[src/rtl/kws_inference_sequencer_pkg.sv]
// Shared definitions for the keyword-spotting inference sequencer.
//   - state_t      : sequencer FSM state encoding
//   - L_*          : layer indices as used on layer_start / layer_done / err_layer
//   - P_*          : parameter-layer indices as used on cfg_mask / load_* strobes
//   - layer_name() : layer index to an 8-character ASCII tag, for debug displays
package kws_inference_sequencer_pkg;

    typedef enum logic [2:0] {
        ST_IDLE    = 3'd0,
        ST_LOAD_W  = 3'd1,
        ST_LOAD_B  = 3'd2,
        ST_CFG_ACK = 3'd3,
        ST_START   = 3'd4,
        ST_WAIT    = 3'd5,
        ST_RESULT  = 3'd6,
        ST_ERROR   = 3'd7
    } state_t;

    localparam logic [2:0] L_CONV1   = 3'd0;
    localparam logic [2:0] L_CONV2   = 3'd1;
    localparam logic [2:0] L_MAXPOOL = 3'd2;
    localparam logic [2:0] L_FC1     = 3'd3;
    localparam logic [2:0] L_FC2     = 3'd4;
    localparam logic [2:0] L_SOFTMAX = 3'd5;

    localparam logic [1:0] P_CONV1 = 2'd0;
    localparam logic [1:0] P_CONV2 = 2'd1;
    localparam logic [1:0] P_FC1   = 2'd2;
    localparam logic [1:0] P_FC2   = 2'd3;

    // Names are space-padded to exactly 8 characters so they fill the vector.
    function automatic logic [63:0] layer_name(input logic [2:0] idx);
        case (idx)
            L_CONV1:   layer_name = "conv1   ";
            L_CONV2:   layer_name = "conv2   ";
            L_MAXPOOL: layer_name = "maxpool ";
            L_FC1:     layer_name = "fc1     ";
            L_FC2:     layer_name = "fc2     ";
            L_SOFTMAX: layer_name = "softmax ";
            default:   layer_name = "invalid ";
        endcase
    endfunction

endpackage

[src/rtl/kws_sat_counter.sv]
// Saturating up-counter (used for the dropped-frame count).
//   clk   : clock
//   rst_n : synchronous active-low reset, clears the count
//   inc   : add one this cycle unless already at all ones
//   count : registered count value
module kws_sat_counter #(
    parameter int W = 8
) (
    input  logic         clk,
    input  logic         rst_n,
    input  logic         inc,
    output logic [W-1:0] count
);

    logic [W-1:0] count_reg;

    always_ff @(posedge clk) begin
        if (!rst_n) begin
            count_reg <= '0;
        end else if (inc && (count_reg != '1)) begin
            count_reg <= count_reg + W'(1);
        end
    end

    assign count = count_reg;

endmodule

[src/rtl/kws_inference_sequencer.sv]
// Control FSM for the CNN keyword-spotting accelerator.
// Loads per-layer weights/biases on request, then runs one six-layer
// inference (conv1, conv2, maxpool, fc1, fc2, softmax) per accepted frame.
// Ports:
//   clk, rst_n              : clock, synchronous active-low reset
//   cfg_req, cfg_mask       : parameter load request and layer mask (IDLE only)
//   cfg_ack                 : one-cycle pulse when the load sequence completes
//   load_weights/biases     : one-hot single-cycle load strobes
//   frame_valid             : MFCC frame ready pulse
//   layer_start/layer_done  : per-layer start pulse / completion pulse
//   softmax_in              : class vector, valid with layer_done[softmax]
//   kws_result, kws_valid   : held result and its one-cycle valid pulse
//   abort                   : cancel the running inference
//   busy, error, err_layer  : status; err_layer holds the last timed-out layer
//   err_clear               : leave ERROR
//   drop_count              : saturating count of rejected frames
// Every output is a register; registered outputs are computed from the
// next state so they line up with the state they belong to.
module kws_inference_sequencer
    import kws_inference_sequencer_pkg::*;
#(
    parameter int NUM_KEYWORDS     = 10,
    parameter int NUM_LAYERS       = 6,
    parameter int NUM_PARAM_LAYERS = 4,
    parameter int TIMEOUT_CYCLES   = 4096
) (
    input  logic                        clk,
    input  logic                        rst_n,
    input  logic                        cfg_req,
    input  logic [NUM_PARAM_LAYERS-1:0] cfg_mask,
    output logic                        cfg_ack,
    output logic [NUM_PARAM_LAYERS-1:0] load_weights,
    output logic [NUM_PARAM_LAYERS-1:0] load_biases,
    input  logic                        frame_valid,
    output logic [NUM_LAYERS-1:0]       layer_start,
    input  logic [NUM_LAYERS-1:0]       layer_done,
    input  logic [NUM_KEYWORDS-1:0]     softmax_in,
    output logic [NUM_KEYWORDS-1:0]     kws_result,
    output logic                        kws_valid,
    input  logic                        abort,
    output logic                        busy,
    output logic                        error,
    output logic [2:0]                  err_layer,
    input  logic                        err_clear,
    output logic [7:0]                  drop_count
);

    localparam int TW = (TIMEOUT_CYCLES > 1) ? $clog2(TIMEOUT_CYCLES) : 1;
    localparam logic [TW-1:0] TIMER_LAST = TW'(TIMEOUT_CYCLES - 1);

    // Isolates the lowest set bit: the next parameter layer to load.
    function automatic logic [NUM_PARAM_LAYERS-1:0] lowest_bit(input logic [NUM_PARAM_LAYERS-1:0] v);
        lowest_bit = v & (~v + NUM_PARAM_LAYERS'(1));
    endfunction

    state_t                      state_reg, state_next;
    logic [2:0]                  idx_reg, idx_next;
    logic [NUM_PARAM_LAYERS-1:0] pend_reg, pend_next;
    logic [NUM_PARAM_LAYERS-1:0] configured_reg, configured_next;
    logic [TW-1:0]               timer_reg;
    logic [NUM_KEYWORDS-1:0]     result_hold_reg, result_hold_next;

    logic [NUM_PARAM_LAYERS-1:0] load_weights_reg, load_weights_next;
    logic [NUM_PARAM_LAYERS-1:0] load_biases_reg, load_biases_next;
    logic                        cfg_ack_reg, cfg_ack_next;
    logic [NUM_LAYERS-1:0]       layer_start_reg, layer_start_next;
    logic [NUM_KEYWORDS-1:0]     kws_result_reg, kws_result_next;
    logic                        kws_valid_reg, kws_valid_next;
    logic                        busy_reg, busy_next;
    logic                        error_reg, error_next;
    logic [2:0]                  err_layer_reg, err_layer_next;

    logic                        done_cur;
    logic                        accept;
    logic [NUM_LAYERS-1:0]       start_onehot;

    assign done_cur = layer_done[idx_reg];
    // cfg_req has priority, so a frame in the same cycle is rejected.
    assign accept   = (state_reg == ST_IDLE) && frame_valid && !cfg_req && (&configured_reg);

    genvar gi;
    generate
        for (gi = 0; gi < NUM_LAYERS; gi++) begin : g_start_dec
            assign start_onehot[gi] = (idx_next == 3'(gi));
        end
    endgenerate

    // State register and FSM-owned datapath.
    always_ff @(posedge clk) begin
        if (!rst_n) begin
            state_reg       <= ST_IDLE;
            idx_reg         <= '0;
            pend_reg        <= '0;
            configured_reg  <= '0;
            timer_reg       <= '0;
            result_hold_reg <= '0;
        end else begin
            state_reg       <= state_next;
            idx_reg         <= idx_next;
            pend_reg        <= pend_next;
            configured_reg  <= configured_next;
            // Zero outside WAIT, so every entry into WAIT starts from zero.
            timer_reg       <= (state_reg == ST_WAIT) ? timer_reg + TW'(1) : '0;
            result_hold_reg <= result_hold_next;
        end
    end

    // Next-state logic.
    always_comb begin
        state_next       = state_reg;
        idx_next         = idx_reg;
        pend_next        = pend_reg;
        configured_next  = configured_reg;
        result_hold_next = result_hold_reg;
        case (state_reg)
            ST_IDLE: begin
                if (cfg_req) begin
                    pend_next       = cfg_mask;
                    configured_next = configured_reg | cfg_mask;
                    state_next      = (cfg_mask == '0) ? ST_CFG_ACK : ST_LOAD_W;
                end else if (accept) begin
                    idx_next   = L_CONV1;
                    state_next = ST_START;
                end
            end
            ST_LOAD_W:  state_next = ST_LOAD_B;
            ST_LOAD_B: begin
                pend_next  = pend_reg & ~lowest_bit(pend_reg);
                state_next = (pend_next == '0) ? ST_CFG_ACK : ST_LOAD_W;
            end
            ST_CFG_ACK: state_next = ST_IDLE;
            ST_START:   state_next = abort ? ST_IDLE : ST_WAIT;
            ST_WAIT: begin
                if (abort) begin
                    state_next = ST_IDLE;
                end else if (done_cur) begin
                    // A done in the final timer cycle still counts.
                    if (idx_reg == L_SOFTMAX) begin
                        result_hold_next = softmax_in;
                        state_next       = ST_RESULT;
                    end else begin
                        idx_next   = idx_reg + 3'd1;
                        state_next = ST_START;
                    end
                end else if (timer_reg == TIMER_LAST) begin
                    state_next = ST_ERROR;
                end
            end
            ST_RESULT:  state_next = ST_IDLE;
            ST_ERROR:   state_next = err_clear ? ST_IDLE : ST_ERROR;
            default:    state_next = ST_IDLE;
        endcase
    end

    // Output logic: next values of the output registers.
    always_comb begin
        load_weights_next = (state_next == ST_LOAD_W) ? lowest_bit(pend_next) : '0;
        load_biases_next  = (state_next == ST_LOAD_B) ? lowest_bit(pend_next) : '0;
        cfg_ack_next      = (state_next == ST_CFG_ACK);
        layer_start_next  = (state_next == ST_START) ? start_onehot : '0;
        kws_valid_next    = (state_reg == ST_RESULT) && !abort;
        kws_result_next   = kws_valid_next ? result_hold_reg : kws_result_reg;
        busy_next         = (state_next != ST_IDLE);
        error_next        = (state_next == ST_ERROR);
        err_layer_next    = ((state_reg == ST_WAIT) && (state_next == ST_ERROR)) ? idx_reg : err_layer_reg;
    end

    always_ff @(posedge clk) begin
        if (!rst_n) begin
            load_weights_reg <= '0;
            load_biases_reg  <= '0;
            cfg_ack_reg      <= 1'b0;
            layer_start_reg  <= '0;
            kws_result_reg   <= '0;
            kws_valid_reg    <= 1'b0;
            busy_reg         <= 1'b0;
            error_reg        <= 1'b0;
            err_layer_reg    <= '0;
        end else begin
            load_weights_reg <= load_weights_next;
            load_biases_reg  <= load_biases_next;
            cfg_ack_reg      <= cfg_ack_next;
            layer_start_reg  <= layer_start_next;
            kws_result_reg   <= kws_result_next;
            kws_valid_reg    <= kws_valid_next;
            busy_reg         <= busy_next;
            error_reg        <= error_next;
            err_layer_reg    <= err_layer_next;
        end
    end

    kws_sat_counter #(.W(8)) u_drop_counter (
        .clk   (clk),
        .rst_n (rst_n),
        .inc   (frame_valid && !accept),
        .count (drop_count)
    );

    assign load_weights = load_weights_reg;
    assign load_biases  = load_biases_reg;
    assign cfg_ack      = cfg_ack_reg;
    assign layer_start  = layer_start_reg;
    assign kws_result   = kws_result_reg;
    assign kws_valid    = kws_valid_reg;
    assign busy         = busy_reg;
    assign error        = error_reg;
    assign err_layer    = err_layer_reg;

endmodule
[config.mk]
export PLATFORM = sky130hd
export DESIGN_NAME = kws_inference_sequencer
export DESIGN_NICKNAME = d
export VERILOG_FILES = /design/src/rtl/kws_inference_sequencer_pkg.sv /design/src/rtl/kws_sat_counter.sv /design/src/rtl/kws_inference_sequencer.sv
export SDC_FILE = /design/constraint.sdc
export NUM_CORES = 1
export LEC_CHECK = 0
export BUFFER_PORTS_ARGS = -buffer_cell sky130_fd_sc_hd__buf_4
export CAP_MARGIN = 10
export CORE_MARGIN = 2
export CORE_UTILIZATION = 40
export CTS_CLUSTER_SIZE = 28
export DETAILED_ROUTE_END_ITERATION = 8
export MAX_ROUTING_LAYER = met4
export SYNTH_ARGS = -nofsm -noshare
export SYNTH_HDL_FRONTEND = slang
export SYNTH_HIERARCHICAL = 1
export SYNTH_SLANG_ARGS = --single-unit
[constraint.sdc]
create_clock -name clk -period 2.6 [get_ports clk]
set_input_delay 0.13 -clock clk [delete_from_list [all_inputs] [get_ports clk]]
set_output_delay 0.13 -clock clk [all_outputs]
set_load 0.05 [all_outputs]
==> flow_metrics.tcl, run 1 <==
set metrics [dict create \
    outcome "finished clean" \
    maxSlewViolCount 0 \
    nets 450 \
    finalSetupViolCount 0 \
    drive_above_1_share 0.245 \
    period_share 0.844 \
    via_per_inst 5.12 \
    cts_tree "done" \
    yosysSeqAreaShare 0.441 \
    multi_input_area_sq_um 1800 \
    hold_viol 0 \
    clkLatencyLatePin_ns 0.34 \
    grt_pass1_wl_um 12100 \
    r2r_setup_slack_ns 0.41 \
    cts_root_buffer "clkbuf_8" \
    grt_antenna_before_repair 0 \
    maxCapViolCount 0 \
    synth_nets 390 \
    whs_path_depth 3 \
    cts.htree.levels 3 \
    synth-async-reset-ratio 0 \
    r2r_start "idx_reg[1]" \
    yosysWarnings 6 \
    hold_class "in2reg" \
    crit_type "reg2reg" \
    grt_max_degree 50 \
    dominantRegCellSynth "dfxtp_1" \
    clk_path_buf_depth 2 \
    synth_edf_count 0 \
    power_density_nw_per_um2 561 \
    cp.arrival_ns 2.42 \
    clk_pin_slew_ns 0.08 \
    tightest_slew_ns 0.536 \
    post-cts-setup-buffers 0 \
    hold_start "softmax_in[4]" \
    fillCellCount 778 \
    gr-total-overflow 0 \
    worstRegToRegCells 7 \
    numCtsBuffers 9 \
    fin_util 0.507 \
    netSwitchingFraction 0.248 \
    grt_pass1_vias 2538 \
    vdd_ir_drop_max_uv 311 \
    grt_usage 0.173 \
    synth_area_leaders "dfxtp_1 (44%), mux2i_1 (5.3%), nor2b_1 (5.0%), nand2_1 (3.8%), nor2_1 (2.4%)" \
    start_util 0.414 \
    cts_hold_buf 0 \
    largest_reg_flops 12 \
    start_kind "register" \
    drt_iter0_drc 102 \
    antenna_left 0 \
    cp-end-kind "register" \
    synth_top_cell_by_area "dfxtp_1" \
    r2r_end "busy" \
    worstPathMaxFanout 12 \
    fin_crit_ns 2.19 \
    clock_power_share 0.397 \
    num_vias 2714 \
    slew-limit-headroom 0.640 \
    core_area_sq_um 8220 \
    remaining_drc_errors 0 \
    p_int_mw 1.76 \
    synth_area_per_cell_sq_um 9.45 \
    hold_end "result_hold_reg[4]" \
    die_area_sq_um 9260 \
    ys_ff_latch 75 \
    yosys.area.top_type_share 0.441 \
    io_pins 65 \
    synthCells 360 \
    wl_um 7360 \
    clkSinkCount 75 \
    p_leak_nw 1.55 \
    pwr-share-comb 0.094 \
    clock_skew_ns 0.0105 \
    rows 33 \
    drtPass1Iterations 4 \
    ff_latch_area_sq_um 1500 \
    dpl.hpwl_um 5280 \
    port_buffers 64 \
    diodes 0 \
    die_h_um 96.2 \
    fmax_ghz 0.456 \
    seqPwrFrac 0.510 \
    ctsResizeCount 0 \
    synth_cell_types 67 \
    rsz0062_at_grt "false" \
    power.switching_mw 0.580 \
    die_w_um 96.2 \
    area_delta_synth_final_pct 22.5 \
    wl_per_cell_um 13.9 \
    finalWeightedCongestion 0.876 \
    cp.required_ns 2.83 \
    setup_tns_ns 0 \
    synth_area_sq_um 3400 \
]
==> worst max-delay path by stage <==
stage	start	to	slack (ns)	depth (start not counted)
finish	idx_reg[1]	busy	0.41	7
global route	idx_reg[0]	load_weights[3]	0.13	5
CTS	idx_reg[0]	load_weights[3]	0.39	5
detailed placement	idx_reg[0]	load_weights[3]	0.44	5
global placement	idx_reg[0]	load_weights[3]	0.50	5
floorplan	state_reg[2]	u_drop_counter/count[5]	0.70	7
==> worst max-delay path, cell delays in order (launching register included) <==
cell and delay (ns):
dfxtp_1 0.61, inv_1 0.10, ha_1 0.21, nand2_1 0.18
nor4b_4 0.08, a2111oi_2 0.45, nand2b_1 0.17, o31a_1 0.27
==> placed cells by master (no fill, tap or decap), types with 2 or more instances in the layout <==
master     netlist  routed
o21bai_1         3       3
mux2i_1         18      18
nand3_1         10      10
nor4_1           3       3
nand4_1          9       9
inv_1            8       8
or3_1            2       2
a21boi_0         8       8
buf_4            2      66
o31ai_1          2       2
xnor2_1          5       5
or4_1            2       2
ha_1             4       4
and3_1           9       9
a21boi_1         4       4
xor2_1           4       4
nor2_1          22      22
a2bb2oi_1        3       3
nor3_1           9       9
nor2b_1         27      27
and2_1           9       9
o21ai_1          2       2
a21oi_1         12      12
a211oi_1         2       2
nand2_1         34      34
clkbuf_8         0      11
nand2b_1         4       4
o21ai_0          9       9
dfxtp_1         75      75
nor3b_2          5       5
a31oi_1          5       5
==> per-stage QoR <==
stage               hold WS (ns)  instance area [sq um]  cells  setup slack (ns)  power [mW]
floorplan                  0.274                   3400    360             0.695        1.36
global placement           0.390                   3960    514             0.495        1.44
detailed placement         0.403                   3960    514             0.437        1.44
CTS                       0.0309                   4170    530             0.390        2.38
global route              0.0483                   4170    530             0.129        2.44
finish                    0.0480                   4170    530             0.406        2.34
==> area by class of cell <==
type / instances / share of cell area
multi-input cells: 260 / 0.432
repair buffers: 66 / 0.119
clock buffers: 11 / 0.0363
clock inverters: 5 / 0.0144
inverters: 8 / 0.00720
flip-flops and latches: 75 / 0.360
well taps: 105 / 0.0315
==> per-layer routing <==
layer	routed length, um	vias up	track usage
li1	-	1398	-
met1	3540	1259	0.222
met2	3460	53	0.268
met3	323	4	0.0509
met4	41	0	0.0429
met5	0	-	-
==> cell families (layout without fill, tap and decap cells) <==
logic type               count (synthesis)  count (layout)  share of synthesized area
AND/OR/NAND/NOR                        161             161                      0.279
flip-flops                              75              75                      0.441
buffers and inverters                   25              90                     0.0342
XOR/XNOR                                 9               9                     0.0232
multiplexers                            20              20                     0.0662
AO/OA/AOI/OAI                           65              65                      0.139
adder cells (fa/ha/maj)                  5               5                     0.0177
==> synth_stat cells, types with 2 or more instances <==
| cell | count |
|---|---|
| nor4_1 | 3 |
| a21boi_0 | 8 |
| and3_1 | 9 |
| o21ai_0 | 9 |
| nor3b_2 | 5 |
| or4_1 | 2 |
| ha_1 | 4 |
| mux2i_1 | 18 |
| o31ai_1 | 2 |
| nor3_1 | 9 |
| nor2b_1 | 27 |
| a31oi_1 | 5 |
| nand4_1 | 9 |
| nand3_1 | 10 |
| dfxtp_1 | 75 |
| nor2_1 | 22 |
| or3_1 | 2 |
| a21boi_1 | 4 |
| a211oi_1 | 2 |
| o21bai_1 | 3 |
| and2_1 | 9 |
| nand2_1 | 34 |
| nand2b_1 | 4 |
| a2bb2oi_1 | 3 |
| o21ai_1 | 2 |
| a21oi_1 | 12 |
| inv_1 | 8 |
| buf_4 | 2 |
| buf_2 | 6 |
| xnor2_1 | 5 |
| clkbuf_1 | 8 |
| xor2_1 | 4 |
==> power by group through the flow <==
stage	clock, mW	sequential [mW]	combinational [mW]
2_1_floorplan	0	1.24	0.118
3_3_place_gp	0	1.22	0.218
3_5_place_dp	0	1.22	0.218
4_1_cts	0.964	1.19	0.220
5_1_grt	1.01	1.20	0.239
6_report	0.928	1.19	0.219
Power figures use the tool's default switching activity.
==> inputs of run 2 (changes only) <==
- clock period: 2.6 -> 2 ns (I/O delays scaled with it)
==> flow_metrics.tcl, run 2 (same netlist as run 1, synthesis figures left out) <==
set metrics [dict create \
    dpl.hpwl_um 5470 \
    tightest_slew_ns 0.502 \
    cp.depth 6 \
    drive_above_1_share 0.294 \
    hold_viol 0 \
    largest_reg_flops 12 \
    r2r_setup_slack_ns 0.12 \
    diodes 0 \
    remaining_drc_errors 0 \
    area_delta_synth_final_pct 28.0 \
    start_util 0.414 \
    via_per_inst 5.18 \
    antenna_left 0 \
    finalWeightedCongestion 0.932 \
    slew-limit-headroom 0.664 \
    hold_ws_ns 0.0120 \
    nets 471 \
    worstPathMaxFanout 6 \
    maxSlewViolCount 0 \
    worstRegToRegCells 6 \
    fmax_ghz 0.532 \
    cts_root_buffer "clkbuf_8" \
    period_share 0.939 \
    start_kind "register" \
    r2r_end "u_drop_counter/count[5]" \
    hold_end "result_hold_reg[2]" \
    cp-end-kind "register" \
    critPathBufInv 0 \
    clk_pin_slew_ns 0.09 \
    gr-total-overflow 0 \
    grt_pass1_wl_um 12300 \
    total_power_mw 3.09 \
    die_h_um 96.2 \
    drtPass1Iterations 4 \
    grt_pass1_vias 2675 \
    hold_start "softmax_in[2]" \
    final_cell_mix "buf_4 (84), dfxtp_1 (71), nand2_1 (34)" \
    grt_max_degree 35 \
    io_pins 65 \
    die_w_um 96.2 \
    place_area_sq_um 4090 \
    crit_type "reg2reg" \
    grt_antenna_before_repair 0 \
    wl_um 7620 \
    setup_tns_ns 0 \
    grt_usage 0.175 \
    cts_tree "done" \
    fillCellCount 763 \
    cts.htree.levels 3 \
    maxCapViolCount 0 \
    crit_family "simple AND/OR/NAND/NOR gates" \
    hold_class "in2reg" \
    fin_area_sq_um 4360 \
    wl_per_cell_um 13.8 \
    whs_path_depth 3 \
    numCtsBuffers 9 \
    rsz0062_at_grt "false" \
    cp.required_ns 2.24 \
    drt_iter0_drc 92 \
    clkSinkCount 75 \
    cp.arrival_ns 2.12 \
    vdd_ir_drop_max_uv 436 \
    worstPathCellList "nand4_1, or4_4, and2_2, and4_1, a31oi_1, a211oi_1" \
    finalSetupViolCount 0 \
    r2r_start "configured_reg[3]" \
    port_buffers 64 \
    outcome "finished clean" \
    power_density_nw_per_um2 710 \
    layout_commonest_cell "buf_4" \
    slowest_stage "or4_4" \
    num_vias 2856 \
    core_area_sq_um 8220 \
    clkLatencyLatePin_ns 0.35 \
    clk_path_buf_depth 2 \
    fin_util 0.530 \
    p_leak_nw 1.65 \
    max_stage_delay_ns 0.53 \
    die_area_sq_um 9260 \
    clock_skew_ns 0.00976 \
    fin_crit_ns 1.88 \
    rows 33 \
]
[run 2: worst max-delay path by stage]
stage	start	end	slack, ns
2_1_floorplan	state_reg[2]	u_drop_counter/count[5]	0.1
3_3_place_gp	idx_reg[0]	err_layer[2]	0.02
3_5_place_dp	idx_reg[0]	load_weights[3]	0.01
4_1_cts	idx_reg[0]	load_weights[3]	0.05
5_1_grt	idx_reg[0]	load_weights[3]	0.001
6_report	configured_reg[3]	u_drop_counter/count[5]	0.12
[run 2: power by group]
| group | internal [mW] | switching [mW] | total (mW) |
|---|---|---|---|
| combinational | 0.143 | 0.176 | 0.319 |
| sequential | 1.52 | 0.0259 | 1.55 |
| clock | 0.600 | 0.626 | 1.23 |
| total | 2.26 | 0.828 | 3.09 |
[run 2: per-layer routing]
layer  global-route usage  wire length (um)  vias to the layer above
met5                    -                 0                        -
met4               0.0429                82                        0
met3               0.0517               310                        6
met2                0.273              3520                       60
met1                0.222              3710                     1349
li1                     -                 -                     1441
[run 2: timing repair]
| item | in CTS | in global routing |
|---|---|---|
| gates resized for setup | 1 | 9 |
| endpoints found under the hold margin | 3 | 0 |
| buffers inserted | 0 | 1 |
| setup endpoints to repair | 2 | 14 |
| pin swaps | 2 | 3 |
| hold buffers | 3 | 0 |
[run 2: stage by stage]
step | setup WS, ns | cells
2_1_floorplan | 0.0955 | 360
3_3_place_gp | 0.0165 | 531
3_5_place_dp | 0.0110 | 531
4_1_cts | 0.0495 | 550
5_1_grt | 0.00136 | 551
6_report | 0.122 | 551
[run 2: tightest hold or removal path, cell delays in order]
cell and delay (ns):
buf_4 0.07, mux2i_1 0.06, nor2b_1 0.10
[run 2: cell type report]
class / instances / area [sq um] / area share
Multi-Input combinational cell: 260 / 1820 / 0.418
Sequential cell: 75 / 1510 / 0.346
Timing Repair Buffer: 87 / 661 / 0.152
Tap cell: 105 / 131 / 0.0302
Clock buffer: 9 / 124 / 0.0284
Clock inverter: 7 / 83.8 / 0.0192
Inverter: 8 / 30.0 / 0.00689
